==> src/rtl/dm_arbiter.sv <==
`default_nettype none
// ============================================================================
// Module   : dm_arbiter
// Brief    : Two-port arbiter in front of a single-port 4 KB data memory.
//            One access per grant cycle, round-robin or fixed priority.
// Revision : 1.0 - initial release
// ============================================================================
module dm_arbiter #(
    parameter int PRIO_MODE    = 0,
    parameter int STARVE_LIMIT = 4
) (
    input  logic        clk,
    input  logic        rst,
    input  logic        p0_req,
    input  logic        p0_we,
    input  logic [11:2] p0_addr,
    input  logic [31:0] p0_wdata,
    output logic        p0_ack,
    output logic [31:0] p0_rdata,
    input  logic        p1_req,
    input  logic        p1_we,
    input  logic [11:2] p1_addr,
    input  logic [31:0] p1_wdata,
    output logic        p1_ack,
    output logic [31:0] p1_rdata,
    output logic        dm_we,
    output logic [11:2] dm_addr,
    output logic [31:0] dm_din,
    input  logic [31:0] dm_dout,
    output logic        busy
);

    localparam logic [3:0] c_STARVE_MAX = 4'(STARVE_LIMIT);

    typedef enum logic [1:0] {
        IDLE = 2'd0,
        GNT0 = 2'd1,
        GNT1 = 2'd2
    } state_t;

    state_t      r_state;
    state_t      w_state_nxt;
    logic        r_last_served;
    logic [3:0]  r_starve_cnt;
    logic        r_p0_ack;
    logic        r_p1_ack;
    logic [31:0] r_p0_rdata;
    logic [31:0] r_p1_rdata;
    logic        w_elig0;
    logic        w_elig1;

    // A port still showing its ack has just been served and must not win again.
    assign w_elig0 = p0_req & ~r_p0_ack;
    assign w_elig1 = p1_req & ~r_p1_ack;

    always_ff @(posedge clk or posedge rst) begin
        if (rst) begin
            r_state       <= IDLE;
            r_last_served <= 1'b1;
            r_starve_cnt  <= 4'd0;
        end else begin
            r_state <= w_state_nxt;
            if (w_state_nxt == GNT0) begin
                r_last_served <= 1'b0;
                if (w_elig1 && (r_starve_cnt != c_STARVE_MAX)) begin
                    r_starve_cnt <= r_starve_cnt + 4'd1;
                end
            end else if (w_state_nxt == GNT1) begin
                r_last_served <= 1'b1;
                r_starve_cnt  <= 4'd0;
            end
        end
    end

    always_comb begin
        w_state_nxt = IDLE;
        dm_we       = 1'b0;
        dm_addr     = '0;
        dm_din      = '0;
        case (r_state)
            IDLE: begin
                if (w_elig0 && w_elig1) begin
                    if (PRIO_MODE == 0) begin
                        w_state_nxt = r_last_served ? GNT0 : GNT1;
                    end else begin
                        w_state_nxt = (r_starve_cnt == c_STARVE_MAX) ? GNT1 : GNT0;
                    end
                end else if (w_elig0) begin
                    w_state_nxt = GNT0;
                end else if (w_elig1) begin
                    w_state_nxt = GNT1;
                end
            end
            GNT0: begin
                dm_we   = p0_we;
                dm_addr = p0_addr;
                dm_din  = p0_wdata;
            end
            GNT1: begin
                dm_we   = p1_we;
                dm_addr = p1_addr;
                dm_din  = p1_wdata;
            end
            default: w_state_nxt = IDLE;
        endcase
    end

    // Completion: ack pulses after the grant cycle; reads capture memory data.
    always_ff @(posedge clk or posedge rst) begin
        if (rst) begin
            r_p0_ack   <= 1'b0;
            r_p1_ack   <= 1'b0;
            r_p0_rdata <= 32'd0;
            r_p1_rdata <= 32'd0;
        end else begin
            r_p0_ack <= (r_state == GNT0);
            r_p1_ack <= (r_state == GNT1);
            if ((r_state == GNT0) && !p0_we) begin
                r_p0_rdata <= dm_dout;
            end
            if ((r_state == GNT1) && !p1_we) begin
                r_p1_rdata <= dm_dout;
            end
        end
    end

    assign p0_ack   = r_p0_ack;
    assign p1_ack   = r_p1_ack;
    assign p0_rdata = r_p0_rdata;
    assign p1_rdata = r_p1_rdata;
    assign busy     = (r_state != IDLE);

endmodule
`default_nettype wire

==> config.mk <==
export PLATFORM = sky130hd
export DESIGN_NAME = dm_arbiter
export DESIGN_NICKNAME = d
export VERILOG_FILES = /design/src/rtl/dm_arbiter.sv
export SDC_FILE = /design/constraint.sdc
export NUM_CORES = 1
export LEC_CHECK = 0
export BUFFER_PORTS_ARGS = -buffer_cell sky130_fd_sc_hd__buf_2
export CORE_MARGIN = 1
export CORE_UTILIZATION = 43
export CTS_BUF_LIST = sky130_fd_sc_hd__clkbuf_8
export CTS_CLUSTER_DIAMETER = 60
export DETAILED_ROUTE_END_ITERATION = 10
export HOLD_SLACK_MARGIN = 0.15
export PLACE_DENSITY = 0.81
export SYNTH_ARGS = -nofsm -noshare
export SYNTH_HDL_FRONTEND = slang
export SYNTH_SLANG_ARGS = --single-unit
export TNS_END_PERCENT = 30
==> constraint.sdc <==
create_clock -name clk -period 2.35 [get_ports clk]
set_input_delay 0.235 -clock clk [delete_from_list [all_inputs] [get_ports clk]]
set_output_delay 0.235 -clock clk [all_outputs]
set_load 0.1 [all_outputs]
==> reports/metrics.csv, run 1 <==
stage,metric,value,unit
timing,FMAX,450,MHz
die,die width,91.5,um
cts,Clock Tree Buf Depth,2,
worst_setup_path,crit end category,output port,
synthesis,Post-synth EDFFs,0,
synthesis,synth cell count leaders,"dfrtp_1, nor2b_1, a22oi_1",
timing,Worst Tran Pin Value,578,ps
layout,share of layout cells above drive strength 1,63.9,%
worst_setup_path,CP max stage cell,ha_2,
worst_setup_path,R2R Path End,p1_rdata[16],
timing,minimum clock period,2220,ps
worst_setup_path,Critical Path Max Stage Delay,450,ps
placed_design,pre-CTS worst setup slack,346,ps
synthesis,Syn Area/Cell,13.3,um^2
synthesis,Main synth FF type,dfrtp_1,
worst_setup_path,CP startpoint,r_state[0],
die,die height,91.5,um
route,Post-Route WL,11.1,mm
placed_design,gpl congestion,0.816,
worst_setup_path,Worst path most repeated cell,buf_12,
synthesis,syn_nets,386,
worst_setup_path,reg-to-reg startpoint,r_state[0],
die,# rows,32,
worst_setup_path,CP Cell Sequence,inv_1 -> ha_2 -> buf_12 -> nor2b_1 -> buf_12,
die,Core Area,0.00773,mm^2
synthesis,Yosys reg bits,69,
cts,setup bufs post-CTS,0,
cts,Clock Sinks,69,
route,1st-pass router iterations,4,
min_path,Hold Crit Depth,2,
die,Starting Density,44.6,%
cts,CTS tree,yes,
placed_design,dpl hpwl,8.18,mm
timing,RSZ-0062 raised after global routing,no,
cts,H-tree depth,3,
synthesis,"Seq/Total Area, Yosys",50.2,%
synthesis,Yosys cell types,21,
route,Routed Antenna Nets,0,
global_route,antenna violations before repair,1,
synthesis,Gate Count Post-Synth,259,
timing,Final Hold Fails,0,
worst_setup_path,Crit Path Max Fanout,33,
die,Top Ports,232,
synthesis,"count leader, synth",dfrtp_1,
worst_setup_path,startpoint types,register,
route,DR vias,3181,
synthesis,Post-Syn Area,0.00344,mm^2
worst_setup_path,WP data required,2120,ps
global_route,global-route wire length before repair,16.9,mm
timing,Final setup viols,0,
min_path,HP Class,in -> reg,
route,vias per cell,5.08,
worst_setup_path,critical path class,reg -> out,
layout,layout filler cell count,471,
cts,"Reg clk slew, reported paths",70,ps
global_route,pin count of the biggest net entering global routing,45,
timing,Fin Setup TNS,0,ps
worst_setup_path,crit path DAT,1990,ps
layout,area grow syn2layout,71.9,%
flow_run,max cap viols,0,
synthesis,Synth area leaders,"dfrtp_1, mux2_4, mux2_2, a22oi_1, nor2b_1",
die,die area,0.00837,mm^2
status,status,"finished, final reports clean",
timing,Max Clock Skew,9.79,ps
layout,Nets,645,
timing,Slew headroom,61.4,%
timing,PnR worst setup slack,130,ps
route,DR WL/cell,17.7,um
synthesis,synth warn,0,
synthesis,post-synth top area share,49.4,%
global_route,GR Overflow Total,0,
global_route,GR Util All Layers,26.5,%
route,Residual DRC,0,
timing,Final Slew Violations,0,
worst_setup_path,critical path endpoint,dm_din[8],
placed_design,# port buffers,231,
worst_setup_path,R2R cell count,5,
synthesis,post-synth top area cell,dfrtp_1,
cts,clock latency on the worst-skew pair,340,ps
synthesis,ys async rst share,100,%
global_route,number of global-route vias before repair,3254,
cts,clock root buffer,clkbuf_8,
placed_design,placed cells,577,
worst_setup_path,R2R Setup Slk,430,ps
cts,clock buffer count from CTS,9,
timing,fin crit share,94.5,%
route,Initial DRC Count,60,
layout,fin cells,626,
routing by layer:
metal  track usage (%)  up-vias  wire length [um]
met2              48.4      160              5830
met5                 0        -                 0
li1                  -     1455                 -
met1              28.9     1552              4070
met3              8.46       14               999
met4              8.47        0               205
cells by family (layout without fill, tap and decap cells):
| logic type | Yosys count | count (layout) | synth area share (%) |
|---|---|---|---|
| fa+ha+maj | 5 | 5 | 1.82 |
| mux | 64 | 64 | 24.2 |
| compound gates | 44 | 44 | 9.52 |
| simple gates | 51 | 51 | 9.59 |
| flops | 69 | 69 | 50.2 |
| other cells | 0 | 1 | 0 |
| buf+inv | 26 | 290 | 4.69 |
placed cells by master, fill, tap and decap left out, types with 2 or more instances in the layout:
| master | Yosys | routed |
|---|---|---|
| buf_2 | 6 | 188 |
| dfrtp_1 | 68 | 68 |
| buf_12 | 0 | 46 |
| a22oi_1 | 43 | 43 |
| mux2_2 | 32 | 32 |
| dlygate4sd3_1 | 0 | 32 |
| nor2b_1 | 44 | 31 |
| mux2_4 | 30 | 30 |
| nor2b_2 | 0 | 12 |
| clkbuf_8 | 0 | 9 |
| inv_1 | 4 | 3 |
| ha_1 | 5 | 3 |
| buf_4 | 1 | 3 |
| mux2_1 | 2 | 2 |
| bufinv_16 | 0 | 2 |
| clkinv_4 | 0 | 2 |
stage by stage:
| step | hold WS, ps | instance area [um^2] | utilization [%] |
|---|---|---|---|
| finish | 183 | 5920 | 76.6 |
| global route | 163 | 5920 | 76.6 |
| CTS | 153 | 5900 | 76.3 |
| detailed placement | 325 | 5350 | 69.3 |
| global placement | 323 | 5350 | 69.3 |
| floorplan | 370 | 3470 | - |
critical path: cells and delay by family, from the launching register on:
kind | cells | cell delay [ps]
fa+ha+maj | 1 | 450
buf+inv | 3 | 510
simple gates | 1 | 270
flops | 1 | 420
sequential cells by signal, indices dropped and copies added, names as in the netlist:
register,flops
p0_ack,1
p0_rdata,32
r_last_served,1
r_state,2
p1_ack,1
p1_rdata,32
repair_timing:
action	CTS	global route
resized for setup	1	3
hold buffers	32	0
hold endpoints to repair	81	0
setup endpoints to repair	2	11
area by class of cell:
class                           count  area, um^2  share of cell area (%)
Antenna cell                        1        2.50                  0.0423
Clock buffer                        9         124                    2.09
Clock inverter                      7        98.8                    1.67
Inverter                            4        15.0                   0.254
Multi-Input combinational cell    164        1610                    27.1
Sequential cell                    69        1730                    29.2
Tap cell                          102         128                    2.16
Timing Repair Buffer              270        2220                    37.4
worst min-delay path by stage:
stage / from / to / slack, ps
6_report: dm_dout[15] / p0_rdata[15] / 180
3_3_place_gp: rst / p0_rdata[20] / 320
3_5_place_dp: rst / p1_rdata[20] / 320
2_1_floorplan: dm_dout[30] / p1_rdata[30] / 370
4_1_cts: dm_dout[15] / p0_rdata[15] / 150
5_1_grt: dm_dout[15] / p0_rdata[15] / 160
Power of run 1 is not shown: default switching activity piles up to over one toggle a cycle in this logic, so the estimate is an artifact.
==> run 2: changes to the inputs <==
--- a/config.mk
+++ b/config.mk
@@ -5,7 +5,7 @@
 export SDC_FILE = /design/constraint.sdc
 export NUM_CORES = 1
 export LEC_CHECK = 0
-export BUFFER_PORTS_ARGS = -buffer_cell sky130_fd_sc_hd__buf_2
+export BUFFER_PORTS_ARGS = -buffer_cell sky130_fd_sc_hd__buf_4
 export CORE_MARGIN = 1
 export CORE_UTILIZATION = 43
 export CTS_BUF_LIST = sky130_fd_sc_hd__clkbuf_8
==> reports/metrics.csv, run 2 (same netlist as run 1, synthesis figures left out) <==
stage,metric,value,unit,change
status,status,"finished, final reports clean",,
timing,minimum clock period,2190,ps,-29.8 ps
layout,share of layout cells above drive strength 1,63.6,%,-0.26 points
die,die width,91.5,um,unchanged
route,Top Metal Used,met4,,
die,die area,0.00837,mm^2,unchanged
cts,"Reg clk slew, reported paths",70,ps,about the same
die,# rows,32,,unchanged
global_route,number of global-route vias before repair,3216,,-1.2%
global_route,GR Util All Layers,26.6,%,+0.060 points
global_route,antenna violations before repair,0,,-1
cts,H-tree depth,3,,unchanged
flow_run,max cap viols,0,,unchanged
cts,clock root buffer,clkbuf_8,,
die,Core Area,0.00773,mm^2,unchanged
placed_design,# port buffers,231,,unchanged
placed_design,placed cells,577,,unchanged
placed_design,dpl hpwl,7.60,mm,-7.0%
route,met2 WL,5.82,mm,-0.19%
route,Routed met3 length,739,um,-26%
timing,Worst Tran Pin Value,752,ps,+174 ps
die,Starting Density,44.6,%,unchanged
route,Post-Route WL,11.2,mm,+0.61%
timing,fin crit share,93.2,%,-1.3 points
worst_setup_path,crit end category,output port,,
worst_setup_path,WP data required,2120,ps,about the same
die,Top Ports,232,,unchanged
cts,clock buffer count from CTS,9,,unchanged
worst_setup_path,Crit Path Max Fanout,34,,+3.0%
route,Routed Antenna Nets,0,,unchanged
timing,Final Hold Fails,0,,unchanged
timing,Fin Setup TNS,0,ps,unchanged
global_route,pin count of the biggest net entering global routing,42,,-6.7%
cts,setup bufs post-CTS,0,,unchanged
layout,most frequent cells in the layout,"buf_4, dfrtp_1, a22oi_1, mux2_2, dlygate4sd3_1",,
timing,Max Clock Skew,7.75,ps,-2.04 ps
route,vias per cell,5.03,,-1.0%
worst_setup_path,critical path class,reg -> out,,
global_route,GR Overflow Total,0,,unchanged
route,Initial DRC Count,86,,+43%
timing,Slew headroom,49.8,%,-12 points
layout,n_diodes,0,,-1
worst_setup_path,R2R cell count,6,,+1
placed_design,gpl congestion,0.844,,+3.4%
timing,Final Slew Violations,0,,unchanged
route,DR vias,3138,,-1.4%
cts,CTS tree,yes,,
route,DR WL/cell,17.9,um,+0.93%
timing,Final setup viols,0,,unchanged
route,met1 wire length,4.40,mm,+8.1%
layout,Nets,645,,unchanged
timing,FMAX,457,MHz,+1.4%
min_path,Hold Crit Depth,2,,unchanged
die,die height,91.5,um,unchanged
timing,RSZ-0062 raised after global routing,no,,
layout,fin cells,624,,-0.32%
global_route,global-route wire length before repair,17.0,mm,+0.66%
cts,Clock Sinks,69,,unchanged
min_path,HP Class,in -> reg,,
route,Residual DRC,0,,unchanged
cts,Clock Tree Buf Depth,2,,unchanged
worst_setup_path,crit path DAT,1960,ps,-30 ps
min_path,worst hold start,dm_dout[15],,
layout,area grow syn2layout,70.8,%,
layout,"most common cell after layout, fill and taps aside",buf_4,,
worst_setup_path,startpoint types,register,,
worst_setup_path,reg-to-reg startpoint,r_state[0],,
route,1st-pass router iterations,4,,unchanged
cts,clock latency on the worst-skew pair,340,ps,about the same
worst_setup_path,CP startpoint,r_state[0],,
## run 2: worst max-delay path, stage by stage, from the launching register on
cell and delay, ps:
dfrtp_1 370, inv_1 80, ha_1 480, buf_12 210, nor2b_1 160, buf_4 310
## run 2: cell type report
cell class	instances	area, um^2
multi-input cells	164	1590
flip-flops and latches	69	1730
fillers	471	1850
inverters	4	15.0
repair buffers	270	2170
clock inverters	4	95.1
clock buffers	11	151
well taps	102	128
## run 2: layer usage
| layer | up-vias | track usage, % |
|---|---|---|
| met1 | 1533 | 31.3 |
| met5 | - | 0 |
| met3 | 16 | 6.37 |
| met2 | 145 | 46.9 |
| li1 | 1444 | - |
| met4 | 0 | 9.52 |
## run 2: stage by stage
| step | area (um^2) | utilization, % | hold WS [ps] | setup WS [ps] |
|---|---|---|---|---|
| floorplan | 3470 | - | 370 | -339 |
| global placement | 5310 | 68.7 | 408 | 427 |
| detailed placement | 5310 | 68.7 | 416 | 369 |
| CTS | 5880 | 76.1 | 154 | 149 |
| global route | 5880 | 76.1 | 153 | 47.6 |
| finish | 5880 | 76.1 | 161 | 160 |
## run 2: final timing paths
kind | to | slack, ps
max | dm_din[6] | 160
min | p1_rdata[15] | 160
max reg2reg | r_last_served | 610
min reg2reg | p1_rdata[30] | 500
max in group asynchronous | r_last_served | 1030
min in group asynchronous | p0_rdata[17] | 600
## run 2: timing repair
action	4_1_cts	5_1_grt
endpoints found under the setup margin	3	0
hold endpoints to repair	96	0
hold buffers	32	0
gates resized for setup	1	0
Power of run 2 is left out for the same reason.
==> run 3: changes to the inputs <==
--- a/config.mk
+++ b/config.mk
@@ -5,7 +5,7 @@
 export SDC_FILE = /design/constraint.sdc
 export NUM_CORES = 1
 export LEC_CHECK = 0
-export BUFFER_PORTS_ARGS = -buffer_cell sky130_fd_sc_hd__buf_4
+export BUFFER_PORTS_ARGS = -buffer_cell sky130_fd_sc_hd__buf_2
 export CORE_MARGIN = 1
 export CORE_UTILIZATION = 43
 export CTS_BUF_LIST = sky130_fd_sc_hd__clkbuf_8
==> constraint.sdc (replaced) <==
create_clock -name clk -period 2.35 [get_ports clk]
set_input_delay 0.235 -clock clk [delete_from_list [all_inputs] [get_ports clk]]
set_output_delay 0.235 -clock clk [all_outputs]
set_load 0.01 [all_outputs]
==> reports/metrics.csv, run 3 (same netlist as run 1, synthesis figures left out) <==
stage,metric,value,unit,change
status,status,"finished, final reports clean",,
global_route,global-route wire length before repair,16.3,mm,-4.1%
route,1st-pass router iterations,4,,unchanged
power,total power,6.86,mW,
global_route,M3 GR Usage,7.54,%,+1.2 points
timing,FMAX,472,MHz,+3.4%
layout,fin cells,625,,+0.16%
worst_setup_path,startpoint types,register,,
die,Starting Density,44.6,%,unchanged
layout,share of layout cells above drive strength 1,61.2,%,-2.4 points
layout,final core utilization,67.4,%,-8.7 points
route,DR vias,3159,,+0.67%
cts,Clock Tree Buf Depth,2,,unchanged
timing,RSZ-0062 raised after global routing,no,,
die,Core Area,0.00773,mm^2,unchanged
route,DR WL/cell,17.2,um,-4.2%
worst_setup_path,WP data required,2120,ps,about the same
cts,H-tree depth,3,,unchanged
timing,Max Clock Skew,5.33,ps,-2.42 ps
worst_setup_path,Crit path max-delay family,buffers and inverters,,
worst_setup_path,crit path DAT,1880,ps,-80 ps
global_route,met2 usage,45.6,%,-1.3 points
placed_design,placed cells,578,,+0.17%
global_route,GR Util All Layers,25.5,%,-1.1 points
global_route,most used routing layer,met2,,
die,die width,91.5,um,unchanged
die,die height,91.5,um,unchanged
layout,area grow syn2layout,51.2,%,
worst_setup_path,Crit Path Max Fanout,41,,+21%
layout,Finished Cell Area,0.00520,mm^2,-11%
timing,Final setup viols,0,,unchanged
route,vias per cell,5.05,,+0.51%
cts,clock buffer count from CTS,9,,unchanged
cts,"Reg clk slew, reported paths",70,ps,about the same
layout,layout filler cell count,576,,+22%
min_path,HP Class,in -> reg,,
route,Routed Antenna Nets,0,,unchanged
worst_setup_path,Buf/Inv on CP,3,,unchanged
worst_setup_path,CP startpoint,r_state[0],,
power,PD cells,1320,mW/mm^2,
placed_design,# port buffers,231,,unchanged
worst_setup_path,crit end category,output port,,
placed_design,pre-CTS worst setup slack,516,ps,+147 ps
worst_setup_path,critical path class,reg -> out,,
timing,Worst Tran Pin Value,534,ps,-218 ps
global_route,pin count of the biggest net entering global routing,47,,+12%
layout,Nets,645,,unchanged
placed_design,dpl hpwl,7.28,mm,-4.2%
global_route,GR Util met1,29.1,%,-2.2 points
timing,Final Slew Violations,0,,unchanged
worst_setup_path,CP Cell Sequence,inv_1 -> ha_1 -> buf_4 -> a22oi_1 -> nor2b_1 -> buf_2,,
placed_design,Placed Area,0.00466,mm^2,-12%
timing,Final Hold Fails,0,,unchanged
worst_setup_path,CP max stage cell,dfrtp_1,,
timing,Fin Setup TNS,0,ps,unchanged
timing,PnR worst setup slack,231,ps,+71.6 ps
route,Initial DRC Count,89,,+3.5%
timing,fin crit share,90.2,%,-3.0 points
layout,most frequent cells in the layout,"buf_2, dfrtp_1, a22oi_1, nor2b_1, mux2_2",,
global_route,number of global-route vias before repair,3180,,-1.1%
die,# rows,32,,unchanged
worst_setup_path,Critical Path Max Stage Delay,400,ps,-80 ps
route,Residual DRC,0,,unchanged
timing,Slew headroom,63.9,%,+14 points
cts,CTS tree,yes,,
cts,clock latency on the worst-skew pair,330,ps,about the same
route,Post-Route WL,10.7,mm,-4.0%
power,Pleak,2.71,nW,
global_route,antenna violations before repair,0,,unchanged
timing,minimum clock period,2120,ps,-71.6 ps
die,Top Ports,232,,unchanged
timing,final hold slack,175,ps,+14.1 ps
die,die area,0.00837,mm^2,unchanged
global_route,GR Overflow Total,0,,unchanged
cts,Clock Sinks,69,,unchanged
layout,"most common cell after layout, fill and taps aside",buf_2,,
layout,n_diodes,0,,unchanged
cts,clock root buffer,clkbuf_8,,
power,VDD IR max,0.000689,V,
min_path,worst hold start,dm_dout[19],,
worst_setup_path,reg-to-reg startpoint,r_state[0],,
placed_design,gpl congestion,0.844,,about the same
flow_run,max cap viols,0,,unchanged
-- run 3: cell count changes in the layout (fill, tap and decap cells not counted), moves of 2 or more --
cell / delta
nor2b_2: -11
buf_12: -4
clkbuf_8: -2
nor2b_1: +12
buf_2: +231
buf_4: -226
-- run 3: power by group --
group          total, mW  internal (mW)  switching, mW
clock               1.14          0.701          0.443
sequential          2.17           1.80          0.370
combinational       3.54           1.84           1.70
total               6.86           4.34           2.51
-- run 3: worst paths after layout --
check,to,slack [ps],depth (start not counted)
min in group asynchronous,p1_rdata[22],520,3
hold reg to reg,r_state[0],500,1
setup / recovery,dm_din[9],230,6
setup reg to reg,r_last_served,470,6
max in group asynchronous,r_last_served,1150,4
hold / removal,p1_rdata[19],180,2
-- run 3: cell type report --
class | count | area (um^2) | area share, %
multi-input combinational | 164 | 1560 | 29.9
sequential | 69 | 1730 | 33.2
timing repair buffer | 270 | 1540 | 29.6
inverter | 4 | 15.0 | 0.288
clock buffer | 9 | 124 | 2.38
tap | 102 | 128 | 2.45
clock inverter | 7 | 115 | 2.21
-- run 3: timing repair --
| action | in CTS | in global routing |
|---|---|---|
| gates resized for setup | 0 | 0 |
| hold buffers | 30 | 1 |
| buffers inserted | 0 | 0 |
| hold endpoints to repair | 77 | 1 |
-- run 3: metal layers --
| metal | vias up | share of wire [%] |
|---|---|---|
| li1 | 1447 | - |
| met3 | 14 | 7.6 |
| met2 | 156 | 52 |
| met1 | 1542 | 39 |
| met4 | 0 | 1.5 |
| met5 | - | 0 |
(Power assumes the default switching activity.)
